### config.mk
export PLATFORM = sky130hd
export DESIGN_NAME = instr_issuer_flat
export DESIGN_NICKNAME = d
export VERILOG_FILES = /design/src/rtl/instr_issuer_if.sv /design/src/rtl/instr_issuer.sv /design/src/flat_wrapper.sv
export SDC_FILE = /design/constraint.sdc
export NUM_CORES = 1
export LEC_CHECK = 0
export CAP_MARGIN = 20
export CORE_ASPECT_RATIO = 1.4
export CORE_MARGIN = 1
export CORE_UTILIZATION = 54
export CTS_BUF_LIST = sky130_fd_sc_hd__clkbuf_4 sky130_fd_sc_hd__clkbuf_8
export CTS_CLUSTER_SIZE = 40
export DETAILED_ROUTE_END_ITERATION = 10
export PLACE_DENSITY = 0.82
export SYNTH_ARGS = -nofsm -noshare
export SYNTH_HDL_FRONTEND = slang
export SYNTH_SLANG_ARGS = --single-unit
### constraint.sdc
create_clock -name clk -period 3.3 [get_ports clk]
set_clock_uncertainty 0.05 [all_clocks]
set_input_delay 0.495 -clock clk [delete_from_list [all_inputs] [get_ports clk]]
set_output_delay 0.495 -clock clk [all_outputs]
set_load 0.005 [all_outputs]
### src/rtl/instr_issuer_if.sv
// Instruction/result link between the issuer (master) and the compute unit (slave).
// en qualifies instruction for one cycle; there is no ready, so the compute unit takes every
// en-high beat. data_valid qualifies data/reg_id in the same way on the return path.
interface instr_issuer_if;
  logic [15:0] instruction;
  logic        en;
  logic [7:0]  data;
  logic        data_valid;
  logic [3:0]  reg_id;

  modport master (output instruction, en, input data, data_valid, reg_id);
  modport slave  (input instruction, en, output data, data_valid, reg_id);
endinterface

### src/rtl/instr_issuer.sv
// Buffers a byte-loaded program of 16-bit instructions and issues it back-to-back to the compute unit.
// Optional macro INSTR_OPCODE_CHECK_EN: opcodes 8-15 are issued as No-Op and flag the sticky err.
module instr_issuer #(
  parameter int DEPTH        = 8,
  parameter int ADDR_W       = 3,
  parameter int DRAIN_CYCLES = 2
) (
  input  logic              clk,
  input  logic              rstn,
  input  logic [7:0]        byte_in,
  input  logic              byte_wr,
  input  logic              clr,
  input  logic              start,
  instr_issuer_if.master    cu,
  output logic              busy,
  output logic              done,
  output logic [ADDR_W:0]   count,
  output logic [7:0]        result,
  output logic [3:0]        result_reg,
  output logic [ADDR_W:0]   result_cnt,
  output logic              ovf,
  output logic              err,
  output logic [1:0]        state_dbg
);

  localparam int CW = ADDR_W + 1;
  localparam logic [CW-1:0] FULL = CW'(DEPTH);
  localparam logic [CW-1:0] ONE  = CW'(1);

  typedef enum logic [1:0] {S_IDLE, S_ISSUE, S_DRAIN, S_DONE} state_t;

  state_t          state;
  logic [15:0]     slots [DEPTH];
  logic [7:0]      hi_byte;
  logic            half;
  logic [CW-1:0]   pc;
  logic [7:0]      drain_cnt;
  logic [15:0]     cur_instr;
  logic [CW-1:0]   pc_next;
  logic            wr_slot;

  assign state_dbg = state;
  assign busy      = (state == S_ISSUE) || (state == S_DRAIN);
  assign cur_instr = slots[pc[ADDR_W-1:0]];
  assign pc_next   = pc + ONE;
  // Second byte of a pair completes an instruction; clr and start both pre-empt a write.
  assign wr_slot   = (state == S_IDLE) && !clr && !start && byte_wr && half && (count != FULL);

  always_ff @(posedge clk) begin
    if (wr_slot) slots[count[ADDR_W-1:0]] <= {hi_byte, byte_in};
  end

`ifdef INSTR_OPCODE_CHECK_EN
  logic err_q;
  assign err = err_q;
`else
  assign err = 1'b0;
`endif

  always_ff @(posedge clk or negedge rstn) begin
    if (!rstn) begin
      state          <= S_IDLE;
      cu.instruction <= '0;
      cu.en          <= 1'b0;
      done           <= 1'b0;
      count          <= '0;
      result         <= '0;
      result_reg     <= '0;
      result_cnt     <= '0;
      ovf            <= 1'b0;
      hi_byte        <= '0;
      half           <= 1'b0;
      pc             <= '0;
      drain_cnt      <= '0;
`ifdef INSTR_OPCODE_CHECK_EN
      err_q          <= 1'b0;
`endif
    end else begin
      done           <= 1'b0;
      cu.en          <= 1'b0;
      cu.instruction <= '0;

      if (cu.data_valid) begin
        result     <= cu.data;
        result_reg <= cu.reg_id;
        if (result_cnt != FULL) result_cnt <= result_cnt + ONE;
      end

      case (state)
        S_IDLE: begin
          if (clr) begin
            count <= '0;
            half  <= 1'b0;
            ovf   <= 1'b0;
`ifdef INSTR_OPCODE_CHECK_EN
            err_q <= 1'b0;
`endif
          end else if (start) begin
            // Any orphan high byte is dropped by clearing half.
            result_cnt <= '0;
            pc         <= '0;
            half       <= 1'b0;
            state      <= (count == '0) ? S_DONE : S_ISSUE;
          end else if (byte_wr) begin
            if (count == FULL) begin
              ovf <= 1'b1;
            end else if (!half) begin
              hi_byte <= byte_in;
              half    <= 1'b1;
            end else begin
              count <= count + ONE;
              half  <= 1'b0;
            end
          end
        end
        S_ISSUE: begin
          cu.en <= 1'b1;
`ifdef INSTR_OPCODE_CHECK_EN
          if (cur_instr[15]) begin
            cu.instruction <= '0;
            err_q          <= 1'b1;
          end else begin
            cu.instruction <= cur_instr;
          end
`else
          cu.instruction <= cur_instr;
`endif
          pc <= pc_next;
          if (pc_next == count) begin
            state     <= S_DRAIN;
            drain_cnt <= 8'(DRAIN_CYCLES);
          end
        end
        S_DRAIN: begin
          drain_cnt <= drain_cnt - 8'd1;
          if (drain_cnt <= 8'd1) state <= S_DONE;
        end
        S_DONE: begin
          done  <= 1'b1;
          state <= S_IDLE;
        end
        default: state <= S_IDLE;
      endcase
    end
  end

endmodule
### src/flat_wrapper.sv
// flat-port wrapper written by rule: the top's interface ports become plain ports
module instr_issuer_flat 
#(
  parameter int DEPTH        = 8,
  parameter int ADDR_W       = 3,
  parameter int DRAIN_CYCLES = 2
)
  (clk, rstn, byte_in, byte_wr, clr, start, busy, done, count, result, result_reg, result_cnt, ovf, err, state_dbg, cu_instruction, cu_en, cu_data, cu_data_valid, cu_reg_id);
  instr_issuer_if cu_i ();
  input  logic clk;
  input  logic rstn;
  input  logic [7:0] byte_in;
  input  logic byte_wr;
  input  logic clr;
  input  logic start;
  output logic busy;
  output logic done;
  output logic [ADDR_W:0] count;
  output logic [7:0] result;
  output logic [3:0] result_reg;
  output logic [ADDR_W:0] result_cnt;
  output logic ovf;
  output logic err;
  output logic [1:0] state_dbg;
  output wire logic [$bits(cu_i.instruction)-1:0] cu_instruction;
  output wire logic [$bits(cu_i.en)-1:0] cu_en;
  input wire logic [$bits(cu_i.data)-1:0] cu_data;
  input wire logic [$bits(cu_i.data_valid)-1:0] cu_data_valid;
  input wire logic [$bits(cu_i.reg_id)-1:0] cu_reg_id;
  assign cu_instruction = cu_i.instruction;
  assign cu_en = cu_i.en;
  assign cu_i.data = cu_data;
  assign cu_i.data_valid = cu_data_valid;
  assign cu_i.reg_id = cu_reg_id;
  instr_issuer #(.DEPTH(DEPTH), .ADDR_W(ADDR_W), .DRAIN_CYCLES(DRAIN_CYCLES)) u_core (.clk(clk), .rstn(rstn), .byte_in(byte_in), .byte_wr(byte_wr), .clr(clr), .start(start), .cu(cu_i), .busy(busy), .done(done), .count(count), .result(result), .result_reg(result_reg), .result_cnt(result_cnt), .ovf(ovf), .err(err), .state_dbg(state_dbg));
endmodule
==> impl_metrics.env, run 1 <==
export IMPL_grt_pass1_vias=4212
export IMPL_hold_viol=0
export IMPL_worstPathRequired_ns=3.39
export IMPL_portBuffers=67
export IMPL_cp_cell_sequence="inv_1, ha_1, nand3b_1, nor2b_1, nand4_1, nor2_1, buf_4"
export IMPL_end_kind="flop"
export IMPL_layout_drive_gt1_share_pct=20.60
export IMPL_synth_area_um2=7642
export IMPL_post_drt_wl_per_cell_um=20.71
export IMPL_fmax_ghz=0.3881
export IMPL_cts_buffers=17
export IMPL_slew_headroom_pct=51.13
export IMPL_drtIter0Drc=209
export IMPL_io_pins=69
export IMPL_layout_common_cells="edfxtp_1 (128), clkdlybuf4s50_1 (66), dfrtp_1 (61)"
export IMPL_rows=51
export IMPL_fin_nets=554
export IMPL_overflow=0
export IMPL_cts_setup_buffers=0
export IMPL_hp_class="primary input to asynchronous set/reset pin"
export IMPL_clock_latency_ns=0.46
export IMPL_cts_resized_gates=0
export IMPL_ys_types=47
export IMPL_path_delay_family="simple AND/OR/NAND/NOR gates"
export IMPL_power_switching_mw=1.856
export IMPL_slowest_stage="dfrtp_1"
export IMPL_synth_warnings=0
export IMPL_tns_ns=0
export IMPL_syn_nets=472
export IMPL_cts_tree="yes"
export IMPL_p_per_area_nw_per_um2=730.5
export IMPL_via_per_inst=5.681
export IMPL_n_fill_cell=912
export IMPL_grt_usage_pct=22.71
export IMPL_cts_buffer_depth=2
export IMPL_seq_area_frac_synth_pct=70.60
export IMPL_drc=0
export IMPL_start_kind="flop"
export IMPL_synthCells=434
export IMPL_synth_seq_cells=190
export IMPL_async_reset_ff_share_pct=32.63
export IMPL_ir_drop_mv=0.4137
export IMPL_dp_hpwl_mm=9.892
export IMPL_finish_utilization_pct=65.36
export IMPL_fp_dieH_um=142.8
export IMPL_rsz0062_at_grt="false"
export IMPL_coreArea_um2=13850
export IMPL_grt_pass1_wl_mm=23.29
export IMPL_crit_type="flop to flop"
export IMPL_avgSynthCellArea_um2=17.61
export IMPL_post_route_period_util_pct=78.08
export IMPL_swShare_pct=28.08
export IMPL_start_util_pct=55.19
export IMPL_totalWireLength_mm=14.79
export IMPL_cts_sinks=190
export IMPL_gp_congestion=0.8724
export IMPL_clock_root_buffer="clkbuf_8"
export IMPL_layout_commonest_cell="edfxtp_1"
export IMPL_dr_pass1_iters=4
export IMPL_combPwrFrac_pct=25.5
export IMPL_slew_viol_final=0
export IMPL_grt_max_degree=35
export IMPL_leakagePower_nw=3.303
export IMPL_worstMarginPinSlew_ns=0.7264
export IMPL_num_vias=4056
export IMPL_setup_slack_ns=0.7233
export IMPL_final_seq_area_um2=5396
export IMPL_fin_crit_ns=2.577
export IMPL_maxCapViolCount=0
export IMPL_multi_input_comb_area_um2=2103
export IMPL_diodes=0
export IMPL_antenna_found_initial=0
export IMPL_power_clock_fraction_pct=26.9
export IMPL_pwr_share_seq_pct=47.6
export IMPL_cp_arrival_ns=2.66
export IMPL_synthToLayoutAreaGrowth_pct=18.42
export IMPL_dpl_cell_area_um2=8554
export IMPL_finalSetupViolations=0
export IMPL_dp_slack_ns=0.7024
export IMPL_largest_register_ffs=128
export IMPL_total_power_mw=6.611
export IMPL_die_area_um2=14640
export IMPL_ys_flop_type="edfxtp_1"
export IMPL_die_w_um=102.5
export IMPL_cp_max_fo=16
export IMPL_cts_max_level=4
export IMPL_cp_num_buf_inv=2
export IMPL_p_int_mw=4.755
export IMPL_outcome="complete, no violations"
export IMPL_synth_edf_count=128
export IMPL_postRouteAntennaNets=0
export IMPL_clk_pin_slew_ns=0.09
export IMPL_max_stage_delay_ns=0.54
export IMPL_stdcell_area_um2=9050
==> final timing paths <==
check,start,to,slack (ns),depth (start not counted)
max,u_core.count[1]$_DFFE_PN0P_,u_core.slots[6][12]$_DFFE_PP_,0.72,7
min,rstn,u_core.result[3]$_DFFE_PN0P_,0.41,2
max reg2reg,u_core.count[1]$_DFFE_PN0P_,u_core.slots[6][12]$_DFFE_PP_,0.72,7
min reg2reg,u_core.result[2]$_DFFE_PN0P_,u_core.result[2]$_DFFE_PN0P_,0.46,1
max in group asynchronous,rstn,u_core.pc[0]$_DFFE_PN0P_,2.06,3
min in group clk,u_core.result[2]$_DFFE_PN0P_,u_core.result[2]$_DFFE_PN0P_,0.46,1
==> synthesized netlist by cell type, types with 3 or more instances <==
cell type | n | area (um^2)
buf_6 | 3 | 33.78
nand2b_1 | 3 | 18.77
clkbuf_1 | 9 | 33.78
xor2_1 | 4 | 35.03
xnor2_1 | 4 | 35.03
dfrtp_1 | 62 | 1551
buf_2 | 6 | 30.03
a211o_1 | 5 | 43.79
a22o_1 | 3 | 26.28
inv_1 | 12 | 45.04
edfxtp_1 | 128 | 3844
nor2_1 | 19 | 71.32
o21ai_0 | 5 | 25.02
mux2i_1 | 20 | 200.2
nor3b_1 | 3 | 22.52
nor3_1 | 7 | 35.03
nand4_1 | 4 | 25.02
ha_1 | 12 | 150.1
nand2_1 | 18 | 67.56
a21oi_1 | 6 | 30.03
mux2_2 | 21 | 236.5
mux4_2 | 32 | 720.7
nor2b_1 | 17 | 106.4
==> through the flow <==
stage | instances | hold slack [ns]
2_1_floorplan | 434 | 0.1494
3_3_place_gp | 681 | 0.3530
3_5_place_dp | 681 | 0.3565
4_1_cts | 714 | 0.3731
5_1_grt | 714 | 0.4238
6_report | 714 | 0.4058
==> routing by layer <==
layer | vias to the layer above | global-route usage (%) | part of all wire (%)
met5 | - | 0 | 0
met4 | 0 | 10.90 | 3.0
met3 | 24 | 5.140 | 5.4
met2 | 145 | 40.60 | 55
met1 | 2060 | 25.08 | 36
li1 | 1827 | - | -
==> power groups by stage <==
stage	registers (mW)	clock network [mW]	logic, mW
floorplan	3.12	0	1.09
global placement	3.18	0	1.64
detailed placement	3.21	0	1.70
CTS	3.15	1.82	1.72
global route	3.19	1.92	1.85
finish	3.15	1.78	1.69
==> cell families after synthesis <==
| family | synth area share [%] |
|---|---|
| and+or+nand+nor | 6.189 |
| DFF | 70.60 |
| other | 0.04907 |
| buffers and inverters | 2.014 |
| adders and majority gates | 1.965 |
| AOI/OAI and AO/OA | 2.833 |
| xor gates and xnor gates | 1.211 |
| muxes | 15.14 |
==> timing repair <==
item | in CTS | in global routing
hold buffers | 1 | 0
endpoints found under the setup margin | 0 | 0
hold endpoints to repair | 12 | 0
==> cell type report <==
class / instances / area share [%]
Sequential cell: 190 / 59.63
Tap cell: 185 / 2.558
Timing Repair Buffer: 83 / 8.710
Clock inverter: 14 / 2.627
Inverter: 12 / 0.4977
Multi-Input combinational cell: 212 / 23.24
Clock buffer: 18 / 2.737
No activity file was read; power rests on OpenSTA's default activity.
==> run 2, diff against run 1 <==
PLACE_DENSITY = 0.79   (was 0.82)
clock period = 2.5 ns   (was 3.3 ns; I/O delays follow)
==> run 2 against run 1 <==
  * First-iteration DRC count increased by 9.1%
  * Count of clock-buffer cells in the layout up 2
  * Critical path type unchanged
  * Hold slack better by 0.050 ns
  * Cell area rose by 0.59%
  * Final cell count up 0.84%
  * Die area stayed put
  * Power grew 26%
  * Sequential power grew 32%
==> impl_metrics.env, run 2 (same netlist as run 1, synthesis figures left out) <==
export IMPL_outcome="complete, no violations"
export IMPL_maxCapViolCount=0
export IMPL_r2r_start="u_core.count[0]$_DFFE_PN0P_"
export IMPL_clock_root_buffer="clkbuf_8"
export IMPL_worstPathRequired_ns=2.61
export IMPL_cp_arrival_ns=2.42
export IMPL_p_per_area_nw_per_um2=911.4
export IMPL_fin_nets=560
export IMPL_dp_slack_ns=0.1788
export IMPL_dr_pass1_iters=4
export IMPL_overflow=0
export IMPL_r2r_cells=7
export IMPL_crit_type="flop to flop"
export IMPL_max_stage_delay_ns=0.46
export IMPL_leakagePower_nw=3.307
export IMPL_num_vias=4040
export IMPL_dp_cells=687
export IMPL_postRouteAntennaNets=0
export IMPL_drc=0
export IMPL_start_kind="flop"
export IMPL_cts_setup_buffers=0
export IMPL_coreArea_um2=13850
export IMPL_hold_viol=0
export IMPL_cp_cell_sequence="inv_1, ha_1, nand3b_1, nor2b_4, nand4_1, nor3_4, buf_12"
export IMPL_drtIter0Drc=228
export IMPL_ir_drop_mv=0.4216
export IMPL_fmax_ghz=0.4329
export IMPL_cts_resized_gates=0
export IMPL_layout_drive_gt1_share_pct=23.18
export IMPL_cp_num_buf_inv=2
export IMPL_slew_headroom_pct=51.27
export IMPL_portBuffers=67
export IMPL_end_kind="flop"
export IMPL_fp_dieH_um=142.8
export IMPL_start_util_pct=55.19
export IMPL_layout_commonest_cell="edfxtp_1"
export IMPL_power_clock_fraction_pct=22.9
export IMPL_totalWireLength_mm=14.90
export IMPL_power_switching_mw=2.486
export IMPL_antenna_found_initial=0
export IMPL_cts_max_level=4
export IMPL_clock_latency_ns=0.45
export IMPL_grt_max_degree=34
export IMPL_die_area_um2=14640
export IMPL_io_pins=69
export IMPL_cts_sinks=190
export IMPL_reg2reg_to="u_core.slots[1][2]$_DFFE_PP_"
export IMPL_setup_slack_ns=0.1903
export IMPL_slew_viol_final=0
export IMPL_finish_utilization_pct=65.75
export IMPL_fin_cells=720
export IMPL_fin_crit_ns=2.310
export IMPL_post_drt_wl_per_cell_um=20.70
export IMPL_synthToLayoutAreaGrowth_pct=19.12
export IMPL_hp_class="primary input to asynchronous set/reset pin"
export IMPL_tns_ns=0
export IMPL_rsz0062_at_grt="false"
export IMPL_r2r_setup_slack_ns=0.19
export IMPL_path_delay_family="simple AND/OR/NAND/NOR gates"
export IMPL_grt_pass1_vias=4290
export IMPL_layout_common_cells="edfxtp_1 (128), clkdlybuf4s50_1 (66), dfrtp_1 (61)"
export IMPL_finalSetupViolations=0
export IMPL_cts_tree="yes"
export IMPL_post_route_period_util_pct=92.39
export IMPL_worstMarginPinSlew_ns=0.7310
export IMPL_diodes=0
export IMPL_cts_buffer_depth=2
export IMPL_largest_register_ffs=128
export IMPL_rows=51
export IMPL_p_int_mw=5.811
export IMPL_dp_hpwl_mm=10.07
export IMPL_cp_max_fo=16
export IMPL_via_per_inst=5.611
export IMPL_pwr_share_seq_pct=50.2
export IMPL_swShare_pct=29.96
export IMPL_combPwrFrac_pct=26.9
export IMPL_cts_buffers=17
export IMPL_grt_pass1_wl_mm=23.44
export IMPL_cts_hold_buf=1
export IMPL_gp_congestion=0.8363
export IMPL_grt_usage_pct=22.68
export IMPL_clk_pin_slew_ns=0.10
export IMPL_die_w_um=102.5
export IMPL_slowest_stage="dfrtp_1"
[run 2: changes by cell type in the layout (fill, tap and decap cells not counted), sizes merged]
cell,delta
clkbuf,+2
bufinv,-5
clkinv,+1
inv,+4
buf,+6
clkinvlp,-2
[run 2: worst max path at each step]
stage                     slack (ns)                         from  cells after the start                           end
after floorplan                0.006  u_core.count[1]$_DFFE_PN0P_                      7  u_core.slots[0][0]$_DFFE_PP_
after global placement          0.24                      byte_wr                      6  u_core.slots[1][3]$_DFFE_PP_
after detailed placement        0.18                      byte_wr                      6  u_core.slots[1][6]$_DFFE_PP_
after CTS                       0.18  u_core.count[0]$_DFFE_PN0P_                      7  u_core.slots[1][8]$_DFFE_PP_
after global routing            0.03  u_core.count[0]$_DFFE_PN0P_                      7  u_core.slots[1][5]$_DFFE_PP_
final                           0.19  u_core.count[0]$_DFFE_PN0P_                      7  u_core.slots[1][2]$_DFFE_PP_
[run 2: power by group through the flow]
| stage | Clock [mW] | Sequential [mW] | Combinational [mW] |
|---|---|---|---|
| 6_report | 1.90 | 4.16 | 2.23 |
| 5_1_grt | 2.07 | 4.21 | 2.45 |
| 4_1_cts | 1.93 | 4.17 | 2.28 |
| 3_5_place_dp | 0 | 4.23 | 2.27 |
| 3_3_place_gp | 0 | 4.20 | 2.20 |
| 2_1_floorplan | 0 | 4.11 | 1.45 |
[run 2: worst reg2reg max path, stage by stage, from the launching register on]
cell,delay (ns)
dfrtp_1,0.46
inv_1,0.11
ha_1,0.22
nand3b_1,0.14
nor2b_4,0.23
nand4_1,0.33
nor3_4,0.28
buf_12,0.20
[run 2: routing by layer]
layer	GRT usage (%)	up-vias	share of wire, %
met5	0	-	0
met2	40.53	127	56
met1	26.18	2056	37
li1	-	1838	-
met4	8.346	0	2.4
met3	5.188	19	5.2
[run 2: cell type report]
type | instances | area [um^2]
clock buffer | 20 | 256.5
clock inverter | 12 | 112.6
fill | 915 | 4743
sequential | 190 | 5396
inverter | 12 | 45.04
timing repair buffer | 89 | 908.4
tap | 185 | 231.5
multi-input combinational | 212 | 2153
[run 2: metrics by stage]
stage          area, um^2  hold slack (ns)  power [mW]
2_1_floorplan        7714          0.02941       5.562
3_3_place_gp         8725           0.4006       6.396
3_5_place_dp         8725           0.4200       6.502
4_1_cts              9104           0.4453       8.376
5_1_grt              9104           0.4523       8.729
6_report             9104           0.4562       8.298
==> run 3, diff against run 2 <==
ABC_CLOCK_PERIOD_IN_PS = 2500   (was not set)
==> results of run 3 <==
The final DEF is identical to that of run 2; final timing and power are the same.
==> patch (flow settings as in run 3) <==
`DEPTH` is set to 8 in 2 places; all go to 4.
--- a/src/rtl/instr_issuer.sv
+++ b/src/rtl/instr_issuer.sv
@@ -1,7 +1,7 @@
 // Buffers a byte-loaded program of 16-bit instructions and issues it back-to-back to the compute unit.
 // Optional macro INSTR_OPCODE_CHECK_EN: opcodes 8-15 are issued as No-Op and flag the sticky err.
 module instr_issuer #(
-  parameter int DEPTH        = 8,
+  parameter int DEPTH        = 4,
   parameter int ADDR_W       = 3,
   parameter int DRAIN_CYCLES = 2
 ) (
--- a/src/flat_wrapper.sv
+++ b/src/flat_wrapper.sv
@@ -1,7 +1,7 @@
 // flat-port wrapper written by rule: the top's interface ports become plain ports
 module instr_issuer_flat 
 #(
-  parameter int DEPTH        = 8,
+  parameter int DEPTH        = 4,
   parameter int ADDR_W       = 3,
   parameter int DRAIN_CYCLES = 2
 )
Function: changed (a bounded check fails within 10 cycles, from zero or initial values and one cycle with rstn low).
==> patch against run 3 <==
- the flow now finishes with violations (design-rule violations)
- worst setup slack improved by 0.0059 ns
- routed wire length shrank 34%
- synthesized area fell by 32%
- critical path type unchanged
- power is 21% lower
- non-clock buffer count decreased by 2
- cell count shrank 25%
- final area fell by 29%
- sequential cell count down 64
- clock power is 3% lower
- largest cell class unchanged
==> patch: results (changes against run 3) <==
| Metric | Value |
|---|---|
| Status | complete, but fails checks |
| Global-route wire length before repair | 16,200 microns (-31%) |
| Critical path peak fanout | 16 (unchanged) |
| Largest net degree at the start of global routing | 40 (+18%) |
| Worst Max-Slew Pin Slew | 0.611 ns (-0.120 ns) |
| Resize count post-CTS | 0 (unchanged) |
| H-tree levels | 4 (unchanged) |
| All-layer global routing usage | 0.220 (-0.00662) |
| Yosys warnings | 0 (unchanged) |
| Number of global-route vias before repair | 3,215 (-25%) |
| Avg WL per Cell | 18.3 microns (-11%) |
| Worst skew pair latency | 0.43 ns (-0.02 ns) |
| # DRC | 6 (+6) |
| Fin. Hold Viols | 0 (unchanged) |
| Register area share after synthesis | 0.672 (-0.0335) |
| Largest register FFs | 64 (-50%) |
| Detail Placement HPWL | 6730 microns (-33%) |
| Leak pwr | 2.59 nW (-22%) |
| Synth area leaders | edfxtp_1 37%, dfrtp_1 30%, mux4_2 7.0% |
| Clock Pin Slew Worst Setup and Hold Paths | 0.07 ns (-0.03 ns) |
| Net Count, Synth | 364 (-23%) |
| IO buf count | 67 (unchanged) |
| Initial antenna violation count | 0 (unchanged) |
| Post-synth ARST share | 0.492 (+0.166) |
| Hold/Removal Path Class | in2async |
| Layout cell share with drive strength beyond 1 | 0.232 (+0.000243) |
| Hold_buf cts | 1 (unchanged) |
| Diode count | 0 (unchanged) |
| Root buffer cell | clkbuf_8 |
| Worst EP arrival | 2.38 ns (-0.04 ns) |
| Nets | 458 (-18%) |
| GP Congestion | 0.770 (-7.9%) |
| Pint | 4.60 mW (-21%) |
| Number of flops mapped to enable cells by yosys | 64 (-50%) |
| Count of different cell masters after synthesis | 49 (+4.3%) |
| CTS Buf Count | 17 (unchanged) |
| Failing checks | design-rule violations |
| Fill count | 608 (-34%) |
| Vias per cell | 5.63 (+0.40%) |
| 1st-pass router iterations | 9 (+5) |
| Maximum root-to-sink buffer count | 2 (unchanged) |
| Initial DRC Count | 172 (-25%) |
| Setup bufs post-CTS | 0 (unchanged) |
| Setup WS pre-CTS | 0.189 ns (+0.00970 ns) |
| Most frequent cells after synthesis | 64 x edfxtp_1, 62 x dfrtp_1, 22 x and2_1 |
| Max IR drop VDD | 0.762 mV (+81%) |
## patch: final timing paths
kind / depth (start not counted) / slack (ns) / start / end
max in group asynchronous: 3 / 1.35 / rstn / u_core.count[2]
worst min register to register: 1 / 0.46 / u_core.result[5] / u_core.result[5]
worst max-delay path: 8 / 0.20 / u_core.count[0] / u_core.slots[0][0]
worst max register to register: 8 / 0.20 / u_core.count[0] / u_core.slots[0][0]
worst min-delay path: 2 / 0.43 / rstn / u_core.hi_byte[4]
min in group clk: 1 / 0.46 / u_core.result[5] / u_core.result[5]
## patch: layout make-up
class | instances | area, sq um | area share
clock buffers | 18 | 241 | 0.0372
clock inverters | 14 | 184 | 0.0283
inverters | 13 | 48.8 | 0.00751
multi-input cells | 173 | 1590 | 0.244
flip-flops and latches | 126 | 3470 | 0.534
well taps | 107 | 134 | 0.0206
repair buffers | 87 | 831 | 0.128
## patch: critical path, cell delays in order (launching register included)
cell and delay (ns):
dfrtp_1 0.48, inv_1 0.10, ha_1 0.24, nand3b_1 0.18, nand3_1 0.15, nor4_1 0.23
buf_4 0.20, and2_1 0.12, buf_4 0.25
## patch: power groups by stage
stage          logic [mW]  clock network, mW  registers (mW)
2_1_floorplan        1.14                  0            2.82
3_3_place_gp         1.81                  0            2.85
3_5_place_dp         1.87                  0            2.88
4_1_cts              1.90               1.89            2.84
5_1_grt              2.06               1.96            2.89
6_report             1.87               1.85            2.84
## patch: metrics by stage
step	area (sq um)	cells
after floorplan	5160	324
after global placement	6060	505
after detailed placement	6060	505
after CTS	6500	538
after global routing	6500	538
final	6500	538
## patch: metal layers
layer | part of all wire | track usage | routed length, microns | vias to the layer above
met5 | 0 | 0 | 0 | -
met4 | 0.024 | 0.141 | 238 | 0
met3 | 0.035 | 0.0407 | 344 | 20
met2 | 0.55 | 0.381 | 5430 | 78
met1 | 0.39 | 0.248 | 3840 | 1539
li1 | - | - | - | 1394
## patch: cell families after synthesis
kind of cell | count (synthesis) | synth area share
and+or+nand+nor | 73 | 0.0787
AOI/OAI and AO/OA | 33 | 0.0516
xor gates and xnor gates | 9 | 0.0153
adders and majority gates | 14 | 0.0339
DFF | 126 | 0.672
muxes | 43 | 0.127
buffers and inverters | 25 | 0.0201
other | 1 | 0.000726
